--- config.mk ---
export PLATFORM = sky130hd
export DESIGN_NAME = bnn_dot_unit
export DESIGN_NICKNAME = d
export VERILOG_FILES = /design/src/rtl/skylark_bnn_pkg.sv /design/src/rtl/bnn_popcount.sv /design/src/rtl/bnn_dot_unit.sv
export SDC_FILE = /design/constraint.sdc
export NUM_CORES = 1
export LEC_CHECK = 0
export ABC_AREA = 1
export CELL_PAD_IN_SITES_DETAIL_PLACEMENT = 1
export CELL_PAD_IN_SITES_GLOBAL_PLACEMENT = 1
export CORE_MARGIN = 10
export CORE_UTILIZATION = 35
export DETAILED_ROUTE_END_ITERATION = 7
export GPL_ROUTABILITY_DRIVEN = 0
export PLACE_DENSITY = 0.86
export SYNTH_ARGS = -nofsm -noshare
export SYNTH_HDL_FRONTEND = slang
export SYNTH_SLANG_ARGS = --single-unit
--- constraint.sdc ---
create_clock -name clk -period 7.6 [get_ports clk]
set_input_delay 1.52 -clock clk [delete_from_list [all_inputs] [get_ports clk]]
set_output_delay 1.52 -clock clk [all_outputs]
set_load 0.005 [all_outputs]
--- src/rtl/skylark_bnn_pkg.sv ---
`default_nettype none
// ============================================================================
// Module      : skylark_bnn_pkg
// Description : Shared defaults, types and helpers for the Skylark-V BNN
//               dot-product path.
// Revision    : 1.0 - initial release
// ============================================================================
package skylark_bnn_pkg;

    // Default operand width and largest supported matrix_size in bits
    localparam int c_XLEN_DEFAULT   = 32;
    localparam int c_MAX_MS_DEFAULT = 1024;

    // ExPath select value that routes an instruction to the BNN unit
    localparam logic [2:0] c_EXPATH_BNN = 3'd5;

    // Configuration register selector
    typedef enum logic [0:0] {
        CFG_MS = 1'b0,
        CFG_AT = 1'b1
    } cfg_sel_t;

    // Width needed to hold any count from 0 up to maxMs inclusive
    function automatic int accWidth(input int maxMs);
        return $clog2(maxMs + 1);
    endfunction

endpackage
`default_nettype wire

--- src/rtl/bnn_popcount.sv ---
`default_nettype none
// ============================================================================
// Module      : bnn_popcount
// Description : Combinational popcount of (i_data & i_mask), built as a
//               balanced pairwise adder tree over a power-of-two leaf set.
// Revision    : 1.0 - initial release
// ============================================================================
module bnn_popcount #(
    parameter int W = 32
) (
    input  logic [W-1:0]             i_data,
    input  logic [W-1:0]             i_mask,
    output logic [$clog2(W+1)-1:0]   o_count
);

    localparam int c_OUT_W  = $clog2(W + 1);
    localparam int c_LEVELS = $clog2(W);
    localparam int c_LEAVES = 1 << c_LEVELS;

    // Masked bits zero-padded up to the leaf count so the tree stays balanced
    logic [c_LEAVES-1:0] w_bits;
    logic [c_OUT_W-1:0]  w_tree [c_LEAVES];

    assign w_bits = c_LEAVES'(i_data & i_mask);

    // Reduce the leaves in place: each level halves the number of live nodes
    always_comb begin
        for (int i = 0; i < c_LEAVES; i++) begin
            w_tree[i] = c_OUT_W'(w_bits[i]);
        end
        for (int lvl = 1; lvl <= c_LEVELS; lvl++) begin
            for (int i = 0; i < c_LEAVES; i++) begin
                if (i < (c_LEAVES >> lvl)) begin
                    w_tree[i] = w_tree[2*i] + w_tree[2*i+1];
                end
            end
        end
    end

    assign o_count = w_tree[0];

endmodule
`default_nettype wire

--- src/rtl/bnn_dot_unit.sv ---
`default_nettype none
// ============================================================================
// Module      : bnn_dot_unit
// Description : Multi-cycle BNN dot product. Streams one XLEN-bit operand
//               pair per cycle, accumulates masked XNOR-popcounts over
//               ceil(ms/XLEN) words and emits a count or a thresholded bit.
//               Two pipeline stages: popcount, then accumulate/compare.
// Revision    : 1.0 - initial release
// ============================================================================
module bnn_dot_unit
    import skylark_bnn_pkg::*;
#(
    parameter int XLEN   = c_XLEN_DEFAULT,
    parameter int MAX_MS = c_MAX_MS_DEFAULT,
    parameter int ACC_W  = accWidth(MAX_MS),
    parameter int CNT_W  = $clog2((MAX_MS + XLEN - 1) / XLEN + 1)
) (
    input  logic             clk,
    input  logic             reset,
    input  logic             stall,
    input  logic             flush,
    input  logic             ms_we,
    input  logic             at_we,
    input  logic [XLEN-1:0]  cfg_data,
    input  logic             valid_in,
    input  logic             en_threshold,
    input  logic [XLEN-1:0]  op_a,
    input  logic [XLEN-1:0]  op_b,
    output logic             result_valid,
    output logic [XLEN-1:0]  result,
    output logic             busy,
    output logic [ACC_W-1:0] ms_out
);

    localparam int c_PC_W = $clog2(XLEN + 1);

    // Configuration registers
    logic [ACC_W-1:0]  r_ms;
    logic [ACC_W-1:0]  r_at;

    // Chunk counter and stage-1 registers
    logic [CNT_W-1:0]  r_chunkCnt;
    logic              r_v1;
    logic [c_PC_W-1:0] r_pc1;
    logic              r_last1;
    logic              r_thr1;

    // Stage-2 registers
    logic [ACC_W-1:0]  r_acc;
    logic              r_resultValid;
    logic [XLEN-1:0]   r_result;

    // Combinational helpers
    logic [ACC_W:0]    w_msRound;
    logic [ACC_W:0]    w_nChunks;
    logic [CNT_W-1:0]  w_lastIdx;
    logic              w_isLast;
    logic [ACC_W-1:0]  w_rem;
    logic [XLEN-1:0]   w_xnor;
    logic [XLEN-1:0]   w_mask;
    logic [c_PC_W-1:0] w_pc;
    logic [ACC_W-1:0]  w_msClamped;
    logic [ACC_W-1:0]  w_atLow;
    logic [ACC_W-1:0]  w_atSat;
    logic              w_cfgWrite;
    logic [ACC_W-1:0]  w_sum;
    logic              w_thrHit;

    // Word bookkeeping: index of the final chunk and valid bits in it
    assign w_msRound = {1'b0, r_ms} + (ACC_W+1)'(XLEN - 1);
    assign w_nChunks = w_msRound / (ACC_W+1)'(XLEN);
    assign w_lastIdx = CNT_W'(w_nChunks - 1'b1);
    assign w_isLast  = (r_chunkCnt == w_lastIdx);
    assign w_rem     = r_ms % ACC_W'(XLEN);

    assign w_xnor = ~(op_a ^ op_b);

    // Bits at or above ms%XLEN of the final word lie outside the matrix
    generate
        for (genvar j = 0; j < XLEN; j++) begin : g_mask
            assign w_mask[j] = !(w_isLast && (w_rem != '0) && (ACC_W'(j) >= w_rem));
        end
    endgenerate

    bnn_popcount #(
        .W       (XLEN)
    ) u_popcount (
        .i_data  (w_xnor),
        .i_mask  (w_mask),
        .o_count (w_pc)
    );

    // Clamp a matrix_size write into 1..MAX_MS; saturate the threshold at MAX_MS
    always_comb begin
        if (cfg_data == '0) begin
            w_msClamped = ACC_W'(1);
        end else if (cfg_data > XLEN'(MAX_MS)) begin
            w_msClamped = ACC_W'(MAX_MS);
        end else begin
            w_msClamped = cfg_data[ACC_W-1:0];
        end
    end

    assign w_atLow    = cfg_data[ACC_W-1:0];
    assign w_atSat    = (w_atLow > ACC_W'(MAX_MS)) ? ACC_W'(MAX_MS) : w_atLow;
    assign w_cfgWrite = ms_we || at_we;

    assign w_sum    = r_acc + ACC_W'(r_pc1);
    assign w_thrHit = (w_sum >= r_at);

    // Pipeline update; flush beats config writes, which beat stall and operands
    always_ff @(posedge clk) begin
        if (reset) begin
            r_ms          <= ACC_W'(XLEN);
            r_at          <= '0;
            r_chunkCnt    <= '0;
            r_v1          <= 1'b0;
            r_pc1         <= '0;
            r_last1       <= 1'b0;
            r_thr1        <= 1'b0;
            r_acc         <= '0;
            r_resultValid <= 1'b0;
            r_result      <= '0;
        end else begin
            if (ms_we) begin
                r_ms <= w_msClamped;
            end
            if (at_we) begin
                r_at <= w_atSat;
            end

            if (flush || w_cfgWrite) begin
                // Abort the open dot product; a stalled output still holds on config-only writes
                r_chunkCnt <= '0;
                r_acc      <= '0;
                r_v1       <= 1'b0;
                if (flush || !stall) begin
                    r_resultValid <= 1'b0;
                end
            end else if (!stall) begin
                r_v1 <= valid_in;
                if (valid_in) begin
                    r_pc1      <= w_pc;
                    r_last1    <= w_isLast;
                    r_thr1     <= en_threshold;
                    r_chunkCnt <= w_isLast ? '0 : r_chunkCnt + CNT_W'(1);
                end

                r_resultValid <= r_v1 && r_last1;
                if (r_v1) begin
                    if (r_last1) begin
                        r_acc    <= '0;
                        r_result <= r_thr1 ? XLEN'(w_thrHit) : XLEN'(w_sum);
                    end else begin
                        r_acc <= w_sum;
                    end
                end
            end
        end
    end

    assign result_valid = r_resultValid;
    assign result       = r_result;
    assign busy         = (r_chunkCnt != '0) || r_v1;
    assign ms_out       = r_ms;

endmodule
`default_nettype wire

==> qor.csv <==
stage,metric,value,unit
global_route,global-route usage over all layers,17.3,%
floorplan,Row Count,46,
cts,clock tree buffer depth,2,
cts,clock sinks,60,
drt,DR pass1 iterations,4,
drt,Total Wirelength,19.3,mm
worst_setup_path,WS Path Type,reg -> reg,
layout,filler cell count,2002,
timing,RSZ-0062 raised after global routing,false,
timing,final worst path period share,92.0,%
synthesis,Synth Warn #,0,
worst_setup_path,Crit. End Element,flop,
synthesis,register area share after synthesis,21.4,%
cts,Clock Tree Root,clkbuf_16,
drt,Detail Route Antenna Nets,0,
timing,final hold violation count,0,
run,Max Cap Viol,0,
layout,n_diodes,0,
floorplan,Core ar.,15800,sq um
synthesis,share of the synthesized area in the top cell type,21.4,%
power,P per Cell Area,264,nW/um^2
worst_setup_path,Critical Path Source,ms_out[0],
layout,final net count,1114,
drt,met3 wire length,748,um
synthesis,post-synthesis cell type count,37,
drt,DRT iter0 DRCs,303,
place,Final HPWL DP,15.4,mm
synthesis,synthesized area,5620,sq um
place,# port buffers,127,
worst_setup_path,max incr delay on CP,0.61,ns
worst_hold_path,Hold Crit Start,result[5],
drt,top sig layer,met4,
layout,Area Growth Syn to Fin,30.8,%
worst_setup_path,Crit path arrival time,7.20,ns
status,status,completed,
power,power consumption,1.94,mW
synthesis,mean area per synthesized cell,6.88,sq um
cts,clock-pin slew on the worst setup and hold paths,0.06,ns
timing,total negative slack,0,ns
cts,CTS Hold Bufs,0,
global_route,first-pass GRT wire length,31.0,mm
drt,via count,5622,
floorplan,top-level port count,149,
worst_setup_path,Worst R2R Start,ms_out[0],
timing,count of final setup violators,0,
layout,most frequent cells in the layout,"nand2_1, inv_1, clkdlybuf4s50_1",
worst_setup_path,critical path's slowest cell,fa_1,
timing,Max Fclk,143,MHz
synthesis,Syn Inst Count,817,
floorplan,Die Area,21500,sq um
timing,Worst-Margin Slew,0.868,ns
timing,crit path time final,6.99,ns
layout,share of layout cells above drive strength 1,3.92,%
drt,Vias/cell,4.85,
drt,routed wl met2,10.5,mm
drt,Post-Route M1 WL,7.93,mm
worst_setup_path,critical path required time,7.81,ns
global_route,gr ovfl total,0,
synthesis,Synth Register Bits,60,
global_route,vias in the first global route,6152,
layout,"most common cell after layout, fill and taps aside",nand2_1,
cts,TritonCTS clock tree,done,
synthesis,Yosys top cell by area,dfxtp_1,
timing,Pins Over Slew Limit,0,
drt,DRC,0,
layout,Final Cell Area,7350,sq um
global_route,largest net degree at the start of global routing,38,
floorplan,Initial Util,35.5,%
global_route,initial antenna violation count,0,
place,Area after DPL,6970,sq um
synthesis,ranking of synthesized cells by area,"dfxtp_1, nand2_1, inv_1, ha_1, fa_1",
cts,CTS Buf Count,9,
power,peak supply drop,0.232,mV
floorplan,die span in x,147,um
worst_setup_path,critical path startpoint category,flop,
worst_setup_path,CP max FO,19,
cts,clk_lat worst skew,0.33,ns
drt,WL per Instance,16.7,um
cts,H-tree lvl count,3,
timing,Rel. slew slack,41.7,%
worst_hold_path,worst min path class,reg -> reg,
timing,Layout Skew,0.00985,ns
floorplan,die height,147,um
power,leak pwr,3.40,nW
[final cells by class]
class                   instances  area [sq um]  area share, %
repair buffers                134          1340           18.2
clock buffers                  12           256           3.49
clock inverters                 4          47.5          0.647
multi-input cells             571          3620           49.3
well taps                     216           270           3.68
flip-flops and latches         60          1200           16.3
inverters                     163           612           8.33
[worst max-delay path: cells and delay by family (launching register included)]
kind            cells  cell delay [ns]
fa+ha+maj           8             3.41
simple gates       11             1.33
compound gates      4             0.77
xor+xnor            1             0.12
buf+inv             6             0.64
flops               1             0.59
[Yosys cell counts, drive strengths merged]
cell	number
dfxtp	60
nor2	51
nor4	6
xor2	17
buf	31
o221ai	1
ha	44
nand3	61
fa	27
clkbuf	14
clkinv	2
o21ai	19
xnor2	35
or2	4
nand2	176
o31ai	1
and3	1
o22ai	2
nand4	19
inv	161
o211ai	5
a21oi	62
nor3	3
a211oi	8
nand3b	1
conb	1
a31oi	4
o21bai	1
[path summary, 6_finish.rpt]
| kind | end | slack, ns | depth (start not counted) |
|---|---|---|---|
| max | r_pc1[4] | 0.61 | 30 |
| min | result[5] | 0.47 | 2 |
| max reg2reg | r_pc1[4] | 0.61 | 30 |
| min reg2reg | result[5] | 0.47 | 2 |
[where the power goes]
group / total [mW] / switching (mW) / internal, mW
registers: 0.325 / 0.00437 / 0.321
clock network: 0.413 / 0.143 / 0.270
logic: 1.20 / 0.660 / 0.539
total: 1.94 / 0.808 / 1.13
[per-layer routing]
metal	track usage, %	up-vias
li1	-	2771
met1	19.4	2716
met2	33.3	118
met3	3.41	17
met4	2.90	0
met5	0	-
[sequential cells by signal, summed over array words and instances, names as in the netlist]
| signal | count |
|---|---|
| r_at | 11 |
| r_thr1 | 1 |
| ms_out | 11 |
| r_acc | 11 |
| r_chunkCnt | 6 |
| r_last1 | 1 |
| result | 11 |
| r_pc1 | 6 |
| result_valid | 1 |
| r_v1 | 1 |
[cell families (layout without fill, tap and decap cells)]
group	count (synthesis)	count (layout)	synth area share, %
buffers and inverters	208	313	15.8
xor gates and xnor gates	52	52	8.11
AOI/OAI and AO/OA	103	103	10.0
and+or+nand+nor	322	324	25.2
DFF	60	60	21.4
other	1	21	0.0668
adders and majority gates	71	71	19.4
[what timing repair did]
item | CTS | global route
resized for setup | 0 | 1
setup buffers | 0 | 5
endpoints found under the setup margin | 0 | 4
[stage by stage]
step,cells,util [%],setup slack [ns],hold WS (ns)
6_report,1160,46.4,0.611,0.465
5_1_grt,1160,46.4,0.0934,0.486
3_3_place_gp,1137,44.1,0.547,0.457
4_1_cts,1153,46.0,0.131,0.468
2_1_floorplan,837,-,1.57,0.440
3_5_place_dp,1137,44.1,0.209,0.459
No activity file was read; power rests on OpenSTA's default activity.
